## src/rtl/ahb_timer.sv

```systemverilog
// AHB-Lite down-counting timer with prescaler and sticky interrupt.
// Zero-wait-state slave: LOAD, VALUE, CONTROL and CLEAR registers.
module ahb_timer #(
    parameter logic [31:0] RESET_LOAD     = 32'h0000_0000,
    parameter int          PRESC_16_BITS  = 4,
    parameter int          PRESC_256_BITS = 8
) (
    input  logic        HCLK,
    input  logic        HRESETn,
    input  logic        HSEL,
    input  logic [31:0] HADDR,
    input  logic [1:0]  HTRANS,
    input  logic        HWRITE,
    input  logic [2:0]  HSIZE,
    input  logic [31:0] HWDATA,
    input  logic        HREADY,
    output logic        HREADYOUT,
    output logic        HRESP,
    output logic [31:0] HRDATA,
    output logic        timer_irq
);

    localparam logic [1:0] A_LOAD  = 2'b00;
    localparam logic [1:0] A_VALUE = 2'b01;
    localparam logic [1:0] A_CTRL  = 2'b10;
    localparam logic [1:0] A_CLEAR = 2'b11;

    logic                      a_valid;
    logic                      a_write;
    logic [1:0]                a_addr;
    logic [31:0]               load_q;
    logic [31:0]               value_q;
    logic [3:0]                ctrl_q;
    logic                      irq_q;
    logic [PRESC_256_BITS-1:0] presc_cnt;

    logic en;
    logic mode;
    logic tick;
    logic timeout;
    logic wr_en;
    logic load_wr;
    logic ctrl_wr;
    logic clr_wr;

    // Address bits below word granularity, upper address and size are unused.
    logic unused_bits;
    assign unused_bits = ^{HSIZE, HADDR[31:4], HADDR[1:0], HTRANS[0]};

    assign HREADYOUT = 1'b1;
    assign HRESP     = 1'b0;
    assign timer_irq = irq_q;

    assign en      = ctrl_q[0];
    assign mode    = ctrl_q[1];
    assign wr_en   = a_valid & a_write;
    assign load_wr = wr_en & (a_addr == A_LOAD);
    assign ctrl_wr = wr_en & (a_addr == A_CTRL);
    assign clr_wr  = wr_en & (a_addr == A_CLEAR);
    assign timeout = en & tick & (value_q == 32'h0);

    // Capture the address phase; the data phase uses these next cycle.
    always_ff @(posedge HCLK) begin
        if (!HRESETn) begin
            a_valid <= 1'b0;
            a_write <= 1'b0;
            a_addr  <= 2'b00;
        end else begin
            a_valid <= HSEL & HREADY & HTRANS[1];
            a_write <= HWRITE;
            a_addr  <= HADDR[3:2];
        end
    end

    // Prescale counter runs only while enabled and restarts on CONTROL writes.
    always_ff @(posedge HCLK) begin
        if (!HRESETn) begin
            presc_cnt <= '0;
        end else if (!en || ctrl_wr) begin
            presc_cnt <= '0;
        end else begin
            presc_cnt <= presc_cnt + 1'b1;
        end
    end

    // Tick select: /16 and /256 fire when their counter slice is all ones.
    always_comb begin
        tick = 1'b1;
        unique case (ctrl_q[3:2])
            2'b01:   tick = &presc_cnt[PRESC_16_BITS-1:0];
            2'b10:   tick = &presc_cnt;
            default: tick = 1'b1;
        endcase
    end

    // LOAD/VALUE: a LOAD write overrides any decrement or reload on that edge.
    always_ff @(posedge HCLK) begin
        if (!HRESETn) begin
            load_q  <= RESET_LOAD;
            value_q <= RESET_LOAD;
        end else if (load_wr) begin
            load_q  <= HWDATA;
            value_q <= HWDATA;
        end else if (en && tick) begin
            if (value_q != 32'h0) begin
                value_q <= value_q - 32'h1;
            end else if (mode) begin
                value_q <= load_q;
            end else begin
                value_q <= 32'hFFFF_FFFF;
            end
        end
    end

    // CONTROL register keeps only EN, MODE and PRESC.
    always_ff @(posedge HCLK) begin
        if (!HRESETn) begin
            ctrl_q <= 4'h0;
        end else if (ctrl_wr) begin
            ctrl_q <= HWDATA[3:0];
        end
    end

    // Sticky interrupt; a timeout beats a CLEAR on the same edge.
    always_ff @(posedge HCLK) begin
        if (!HRESETn) begin
            irq_q <= 1'b0;
        end else if (timeout) begin
            irq_q <= 1'b1;
        end else if (clr_wr) begin
            irq_q <= 1'b0;
        end
    end

    // Read data from the registered address; zero unless a read is in flight.
    always_comb begin
        HRDATA = 32'h0;
        if (a_valid && !a_write) begin
            case (a_addr)
                A_LOAD:  HRDATA = load_q;
                A_VALUE: HRDATA = value_q;
                A_CTRL:  HRDATA = {28'h0, ctrl_q};
                A_CLEAR: HRDATA = 32'h0;
                default: HRDATA = 32'h0;
            endcase
        end
    end

endmodule

```

## config.mk

```make
export PLATFORM = sky130hd
export DESIGN_NAME = ahb_timer
export DESIGN_NICKNAME = d
export VERILOG_FILES = /design/src/rtl/ahb_timer.sv
export SDC_FILE = /design/constraint.sdc
export NUM_CORES = 1
export LEC_CHECK = 0
export CAP_MARGIN = 20
export CELL_PAD_IN_SITES_DETAIL_PLACEMENT = 1
export CELL_PAD_IN_SITES_GLOBAL_PLACEMENT = 1
export CORE_MARGIN = 1.5
export CORE_UTILIZATION = 25
export DETAILED_ROUTE_END_ITERATION = 8
export GPL_TIMING_DRIVEN = 0
export PLACE_DENSITY = 0.64
export SLEW_MARGIN = 20
export SYNTH_ARGS = -nofsm -noshare
export SYNTH_HDL_FRONTEND = slang
export SYNTH_SLANG_ARGS = --single-unit
```

## constraint.sdc

```tcl
create_clock -name HCLK -period 5.55 [get_ports HCLK]
set_clock_uncertainty 0.05 [all_clocks]
set_input_delay 0.8325 -clock HCLK [delete_from_list [all_inputs] [get_ports HCLK]]
set_output_delay 0.8325 -clock HCLK [all_outputs]
set_load 0.03 [all_outputs]
```

=== Yosys cells after proc, flatten, opt, wreduce, memory -nomap -nowiden ===
Index checks and enable logic that the tools add are counted.

* $add $sub $neg: 2
* Equality and inequality tests: 5
* Multiplexer cells: 9
* Bitwise operators: 9
* Reductions and logical operators: 13

{| class="wikitable"
|+ Operator list
! operator !! count
|-
| 32-bit 2-to-1 mux || 5
|-
| 32-bit case mux with 4 select lines || 1
|-
| 32-bit logical NOT || 1
|-
| 32-bit nonzero test || 1
|-
| 32-bit by 1-bit subtractor with 32-bit output (second input constant) || 1
|-
| 8-bit by 1-bit adder with 8-bit output (second input constant) || 1
|-
| 1-bit bitwise AND || 8
|-
| 8-bit AND reduction || 1
|-
| 2-bit == test (second input constant) || 3
|-
| 2-bit by 1-bit == test with 1-bit output (second input constant) || 2
|-
| 4-bit AND reduction || 1
|-
| 2-bit nonzero test || 2
|-
| 1-bit logical AND || 2
|-
| 1-bit logical NOT || 2
|-
| 2-bit logical NOT || 1
|-
| 1-bit 2-to-1 mux || 2
|-
| 1-bit case mux with 2 select lines || 1
|-
| 2-bit OR reduction || 1
|-
| 1-bit logical OR || 1
|-
| 1-bit NOT || 1
|}

* Flip-flop bits (word level): 81
* Output and inout bits: 35
* Logic and storage cells: 46

=== Logic depth before layout (Yosys ltp) ===
Gate-level depths: netlist of the first run.

* Depth after elaboration: 5
* Mapped depth: 10

=== Worst setup path after synthesis of the first run ===
Ideal clock, no wire load.

* Path type: register -> register
* Start: reg value_q[15]
* End: reg value_q[11]
* Setup time: 128 ps
* Arrival time: 2614 ps
* Data required time: 5372 ps
* Slack: 2758 ps
* Stages on the path, launching flop included: 9
* Cell sequence: dfxtp_1 -> or4_4 -> or4_4 -> buf_6 -> or4_4 -> buf_6 -> buf_6 -> o311ai_1 -> a21oi_1

* Word-level cells in the longest chain between the ends: 4

{| class="wikitable"
|+ Ends and longest elaborated chain
! element !! RTL line !! text
|-
| start, declared || 32 || <nowiki>logic [31:0] value_q;</nowiki>
|-
| start signal, assigned || 106 || <nowiki>value_q <= value_q - 32'h1;</nowiki>
|-
| start signal, assigned || 108 || <nowiki>value_q <= load_q;</nowiki>
|-
| 32-bit nonzero test || 105 || <nowiki>if (value_q != 32'h0) begin</nowiki>
|-
| 32-bit 2-to-1 mux || 105 ||
|-
| 32-bit 2-to-1 mux || 104 || <nowiki>end else if (en && tick) begin</nowiki>
|-
| 32-bit 2-to-1 mux || 101 || <nowiki>end else if (load_wr) begin</nowiki>
|}

Every way passes these cells. The select of a mux whose other input is x is not followed.
A chain may end at the register's enable or synchronous reset.

=== Worst setup path after layout of the first run ===
* Start: reg a_addr[1]
* End: out HRDATA[29]

* Word-level cells in the longest chain between the ends: 3

{| class="wikitable"
|+ Ends and longest elaborated chain
! element !! RTL line !! text
|-
| start, declared || 30 || <nowiki>logic [1:0] a_addr;</nowiki>
|-
| start signal, assigned || 71 || <nowiki>a_addr <= HADDR[3:2];</nowiki>
|-
| 2-bit == test, or another cell as far along || 139 || <nowiki>case (a_addr)</nowiki>
|-
| 32-bit case mux with 4 select lines * || 139 ||
|-
| 32-bit 2-to-1 mux * || 138 || <nowiki>if (a_valid && !a_write) begin</nowiki>
|-
| end, declared || 19 || <nowiki>output logic [31:0] HRDATA,</nowiki>
|}

Every way passes the cells marked *; elsewhere a longest branch is shown, timed or not.

==> results.json, run 1 <==
{
  "leakagePower_nw": 2.00,
  "critPathCapture": "HRDATA[29]",
  "min_period_ns": 3.84,
  "grt_pass1_wl_mm": 28.8,
  "tightest_slew_ns": 1.03,
  "slew_headroom_pct": 31.1,
  "ys_async_sr_fraction_pct": 0,
  "crit_chain": "clkbuf_1 -> or2_2 -> clkbuf_1 -> buf_1 -> nor2_1 -> clkdlybuf4s50_1",
  "r2r_start": "value_q[6]",
  "power.density_nw_per_um2": 234,
  "globalplace.congestion": 0.841,
  "yosys-mux-area-fraction_pct": 7.65,
  "r2r_end": "value_q[21]",
  "synth_seq_area_share_pct": 34.4,
  "first_iter_violations": 286,
  "firstDrtPassIters": 5,
  "clock_path_buffers": 2,
  "synthXorXnorAreaFrac_pct": 5.02,
  "start_util_pct": 25.4,
  "hold_viol_final": 0,
  "hpwl_mm": 13.2,
  "yosysTopAreaCellShare_pct": 34.4,
  "syn_nets": 700,
  "viasPerCell": 5.18,
  "worstPathRequired_ns": 4.67,
  "crit_fanout": 10,
  "crit_top_cell": "clkbuf_1",
  "setup_tns_ns": 0,
  "grt_usage_pct": 18.9,
  "swShare_pct": 29.3,
  "wl_per_cell_um": 19.3,
  "finalSetupViolCount": 0,
  "cts_tree": "built",
  "post-cts-setup-buffer-count": 0,
  "slowest_stage": "clkdlybuf4s50_1",
  "synth_seq_cells": 81,
  "nNetsFinal": 783,
  "cts_hold_buf": 0,
  "synthAdderAreaFrac_pct": 1.33,
  "drive_above_1_share_pct": 5.37,
  "clockPowerShare_pct": 38.6,
  "die_w_um": 140,
  "crit_start": "a_addr[1]",
  "synth_compound_area_share_pct": 20.6,
  "start_kind": "register",
  "max_freq_mhz": 260,
  "postRouteAntennaNets": 0,
  "drc": 0,
  "core_um2": 18600,
  "intPower_mw": 0.990,
  "synth.area.top_cells": "dfxtp_1, mux2i_1, a21oi_1, nand2_1, nor2_1",
  "io_pins": 109,
  "syn_inst": 621,
  "cts.sinks": 81,
  "rsz0062_at_grt": "no",
  "numPortBuffers": 72,
  "critical_path_class": "register to output port",
  "worst-r2r-setup-slack_ns": 2.27,
  "power.ir.vdd_worst_uv": 152,
  "clock_latency_ns": 0.35,
  "fp.dieH_um": 140,
  "fill_cells": 2244,
  "htree_num_levels": 3,
  "gr-total-overflow": 0,
  "critPathMaxStageDelay_ns": 0.63,
  "synth-main-ff-cell": "dfxtp_1",
  "antenna_found_initial": 0,
  "crit_arrival_ns": 2.96,
  "synth_common_cells": "nand2_1, dfxtp_1, nor2_1, a21oi_1, mux2i_1",
  "status": "finished, final reports clean",
  "cts_resized": 0,
  "syn_area_per_cell_um2": 7.59,
  "min_period_over_period_pct": 69.2,
  "grt_max_degree": 13,
  "hp-class": "register to register",
  "max_cap_viol_count": 0,
  "cts_buffers": 9,
  "synth_top_family_by_area": "simple AND/OR/NAND/NOR gates",
  "via_count": 4877,
  "pwr-share-seq_pct": 42.6,
  "synth-simple-area-share_pct": 25.3,
  "diodes": 0,
  "clkTransAtPathRegs_ns": 0.06,
  "die_area_um2": 19700,
  "synth_area_um2": 4710,
  "fin_area_um2": 5980,
  "synth-edff-count": 0,
  "synth.most_common_cell": "nand2_1",
  "rows": 50,
  "root_buffer": "clkbuf_16",
  "ys_types": 56,
  "place_area_um2": 5730,
  "r2r_cells": 6,
  "p_comb_share_pct": 18.8,
  "grt_pass1_vias": 5127,
  "ys.warnings.count": 0,
  "end_kind": "output port",
  "yosys.area.top_type": "dfxtp_1",
  "switchingPower_mw": 0.411,
  "slew_violations": 0,
  "wirelength_mm": 18.2,
  "syn_to_final_growth_pct": 27.0
}
worst min path at each step:
stage	cells past startpoint	start	slack, ns	end
after floorplan	1	presc_cnt[0]	0.36	presc_cnt[0]
after global placement	1	presc_cnt[0]	0.38	presc_cnt[0]
after detailed placement	1	presc_cnt[0]	0.39	presc_cnt[0]
after CTS	1	presc_cnt[0]	0.40	presc_cnt[0]
after global routing	1	presc_cnt[0]	0.44	presc_cnt[0]
final	1	presc_cnt[0]	0.40	presc_cnt[0]
placed cells by master, fill, tap and decap left out, drive strengths merged, types with 16 or more instances in the layout:
| cell type | instances |
|---|---|
| o21ai | 33 |
| nor2 | 80 |
| nor3 | 22 |
| a21oi | 68 |
| mux2i | 36 |
| clkbuf | 42 |
| clkdlybuf4s50 | 72 |
| xnor2 | 18 |
| buf | 17 |
| nand2 | 87 |
| nand3 | 16 |
| dfxtp | 81 |
flip-flops by register name, summed over array words and instances (netlist names):
name,flops
a_addr,2
a_valid,1
a_write,1
ctrl_q,4
load_q,32
presc_cnt,8
timer_irq,1
value_q,32
cell families (layout without fill, tap and decap cells):
group	count (synthesis)	after routing
mux	36	36
compound gates	157	157
buf+inv	58	144
fa+ha+maj	5	5
xor+xnor	27	27
other cells	2	2
flops	81	81
simple gates	255	255
power by group through the flow:
stage	combinational [mW]	clock [mW]	sequential, mW
6_report	0.263	0.541	0.597
3_5_place_dp	0.261	0	0.609
3_3_place_gp	0.258	0	0.609
5_1_grt	0.282	0.578	0.597
2_1_floorplan	0.167	0	0.606
4_1_cts	0.261	0.552	0.596
layout make-up:
class                   instances  area [um2]  share of cell area, %
multi-input cells             482        2840                   47.4
well taps                     234         293                   4.90
flip-flops and latches         81        1620                   27.1
plain buffers                  49         224                   3.74
clock buffers                  10         229                   3.83
inverters                       9        33.8                  0.565
repair buffers                 72         721                   12.1
clock inverters                 4        22.5                  0.377
critical path: cells and delay by family (launching register included):
kind	cells	cell delay, ns
flops	1	0.31
buf+inv	4	1.95
simple gates	2	0.34
metal layers:
layer / share of wire (%) / routed length (um) / vias to the layer above / global-route usage (%)
met4: 1.8 / 318 / 0 / 5.60
met1: 46 / 8390 / 2392 / 24.7
met5: 0 / 0 / - / 0
met3: 3.8 / 695 / 20 / 2.50
met2: 48 / 8760 / 110 / 32.4
li1: - / - / 2355 / -
metrics by stage:
| stage | total power, mW | instances | hold WS [ns] | utilization (%) | setup WS [ns] |
|---|---|---|---|---|---|
| floorplan | 0.774 | 621 | 0.363 | - | 2.76 |
| global placement | 0.867 | 927 | 0.375 | 30.8 | 2.06 |
| detailed placement | 0.870 | 927 | 0.390 | 30.8 | 2.04 |
| CTS | 1.41 | 941 | 0.398 | 32.2 | 1.65 |
| global route | 1.46 | 941 | 0.440 | 32.2 | 1.50 |
| finish | 1.40 | 941 | 0.402 | 32.2 | 1.71 |
(Power assumes the default switching activity.)
==> inputs of run 2 (changes only) <==
==> constraint.sdc (replaced) <==
create_clock -name HCLK -period 4.02 [get_ports HCLK]
set_clock_uncertainty 0.05 [all_clocks]
set_input_delay 0.603 -clock HCLK [delete_from_list [all_inputs] [get_ports HCLK]]
set_output_delay 0.603 -clock HCLK [all_outputs]
set_load 0.03 [all_outputs]
==> results of run 2 <==
The final DEF is identical to that of run 1. Status: finished, final reports clean.
Main changes from that run: setup slack after placement 2.04 ns -> 0.739 ns; setup slack after layout 1.71 ns -> 0.407 ns; register-to-register setup slack 2.27 ns -> 0.74 ns; total power 1.40 mW -> 1.93 mW; worst IR drop on VDD 152 uV -> 210 uV
==> inputs of run 3 (changes only) <==
--- a/config.mk
+++ b/config.mk
@@ -5,14 +5,16 @@
 export SDC_FILE = /design/constraint.sdc
 export NUM_CORES = 1
 export LEC_CHECK = 0
+export ABC_CLOCK_PERIOD_IN_PS = 4019
 export CAP_MARGIN = 20
 export CELL_PAD_IN_SITES_DETAIL_PLACEMENT = 1
 export CELL_PAD_IN_SITES_GLOBAL_PLACEMENT = 1
 export CORE_MARGIN = 1.5
-export CORE_UTILIZATION = 25
+export CORE_UTILIZATION = 36
 export DETAILED_ROUTE_END_ITERATION = 8
 export GPL_TIMING_DRIVEN = 0
-export PLACE_DENSITY = 0.64
+export PLACE_DENSITY = 0.85
+export SKIP_LAST_GASP = 1
 export SLEW_MARGIN = 20
 export SYNTH_ARGS = -nofsm -noshare
 export SYNTH_HDL_FRONTEND = slang
==> results.json, run 3 (same netlist as run 1, synthesis figures left out) <==
{
  "status": "finished, final reports clean",
  "viasPerCell": 5.62,
  "critical_path_class": "register to output port",
  "slew_headroom_pct": 37.2,
  "start_kind": "register",
  "htree_num_levels": 3,
  "worstPathRequired_ns": 3.37,
  "die_w_um": 117,
  "first_iter_violations": 336,
  "wl_per_cell_um": 20.0,
  "fp.dieH_um": 117,
  "min_period_ns": 3.57,
  "firstDrtPassIters": 4,
  "clock_path_buffers": 2,
  "slowest_stage": "clkdlybuf4s50_1",
  "globalplace.congestion": 0.929,
  "cp_num_buf_inv": 3,
  "gr-total-overflow": 0,
  "grt_pass1_vias": 5253,
  "fill_cells": 1613,
  "io_pins": 109,
  "layout_commonest_cell": "nand2_1",
  "via_count": 4941,
  "core_um2": 12700,
  "critPathMaxStageDelay_ns": 0.67,
  "power.ir.vdd_worst_uv": 216,
  "crit_top_cell": "nor2_1",
  "min_period_over_period_pct": 88.9,
  "crit_arrival_ns": 2.92,
  "cts_hold_buf": 0,
  "crit_chain": "clkbuf_1 -> buf_1 -> mux2i_1 -> nor2_1 -> a21oi_1 -> nor2_1 -> clkdlybuf4s50_1",
  "start_util_pct": 37.2,
  "max_cap_viol_count": 0,
  "wirelength_mm": 17.6,
  "rows": 41,
  "cts.sinks": 81,
  "max_freq_mhz": 280,
  "cts_tree": "built",
  "grt_pass1_wl_mm": 27.8,
  "cts_resized": 0,
  "grt_usage_pct": 25.6,
  "rsz0062_at_grt": "no",
  "hp-class": "register to register",
  "die_area_um2": 13800,
  "numPortBuffers": 72,
  "postRouteAntennaNets": 0,
  "cts_buffers": 9,
  "end_kind": "output port",
  "drive_above_1_share_pct": 5.37,
  "clock_latency_ns": 0.36,
  "holdWs_ns": 0.405,
  "layout_common_cells": "nand2_1, dfxtp_1, nor2_1",
  "crit_fanout": 10,
  "syn_to_final_growth_pct": 26.0,
  "leakagePower_nw": 2.01,
  "cp_top_family": "buffers and inverters",
  "post-cts-setup-buffer-count": 0,
  "grt_max_degree": 13,
  "setup_tns_ns": 0,
  "hpwl_mm": 12.7,
  "antenna_found_initial": 0,
  "place_area_um2": 5650,
  "tightest_slew_ns": 0.942,
  "root_buffer": "clkbuf_16",
  "slew_violations": 0,
  "hold_viol_final": 0,
  "nNetsFinal": 783,
  "power.density_nw_per_um2": 340,
  "drc": 0,
  "clkTransAtPathRegs_ns": 0.06,
  "diodes": 0,
  "finalSetupViolCount": 0,
  "reg.largest.list": "load_q (32), value_q (32), presc_cnt (8)",
  "fin_area_um2": 5940,
  "finish.utilization_pct": 46.9
}
## run 3: cell types whose count changed in the layout (fill, tap and decap cells not counted)
cell / change
bufinv_16: +1
clkbuf_8: +1
clkinv_2: -2
## run 3: stage by stage
stage | total power, mW | setup WS (ns) | instances
2_1_floorplan | 1.07 | 1.23 | 621
6_report | 2.02 | 0.446 | 879
3_3_place_gp | 1.19 | 0.927 | 865
5_1_grt | 2.09 | 0.333 | 879
3_5_place_dp | 1.20 | 0.834 | 865
4_1_cts | 2.02 | 0.456 | 879
## run 3: final timing paths
path,slack (ns),start,end,depth (start not counted)
worst max-delay path,0.45,a_addr[0],HRDATA[3],7
worst min-delay path,0.41,presc_cnt[0],presc_cnt[0],1
worst max register to register,0.79,value_q[6],value_q[22],7
worst min register to register,0.41,presc_cnt[0],presc_cnt[0],1
## run 3: worst register-to-register path, stage by stage (launching register included)
cell,delay [ns]
dfxtp_1,0.30
clkbuf_1,0.17
nor4_2,0.80
nand4_1,0.46
nor4_2,0.40
nand4_1,0.48
o211ai_1,0.35
a21oi_1,0.06
## run 3: cell type report
type	instances	area, um2	area share [%]
multi-input cells	482	2840	47.8
flip-flops and latches	81	1620	27.3
repair buffers	72	721	12.1
clock buffers	11	243	4.09
plain buffers	49	224	3.77
well taps	172	215	3.62
clock inverters	3	42.5	0.717
inverters	9	33.8	0.569
## run 3: where the power goes
| part | internal [mW] | switching (mW) | total [mW] |
|---|---|---|---|
| Combinational | 0.147 | 0.216 | 0.363 |
| Sequential | 0.812 | 0.0118 | 0.824 |
| Clock | 0.490 | 0.339 | 0.829 |
| Total | 1.45 | 0.567 | 2.02 |
## run 3: metal layers
metal / part of all wire, % / up-vias / wire [um] / track usage (%)
met5: 0 / - / 0 / 0
met4: 2.7 / 0 / 471 / 13.0
met3: 4.6 / 30 / 816 / 2.92
met2: 50 / 125 / 8720 / 44.1
met1: 43 / 2426 / 7600 / 31.4
li1: - / 2360 / - / -
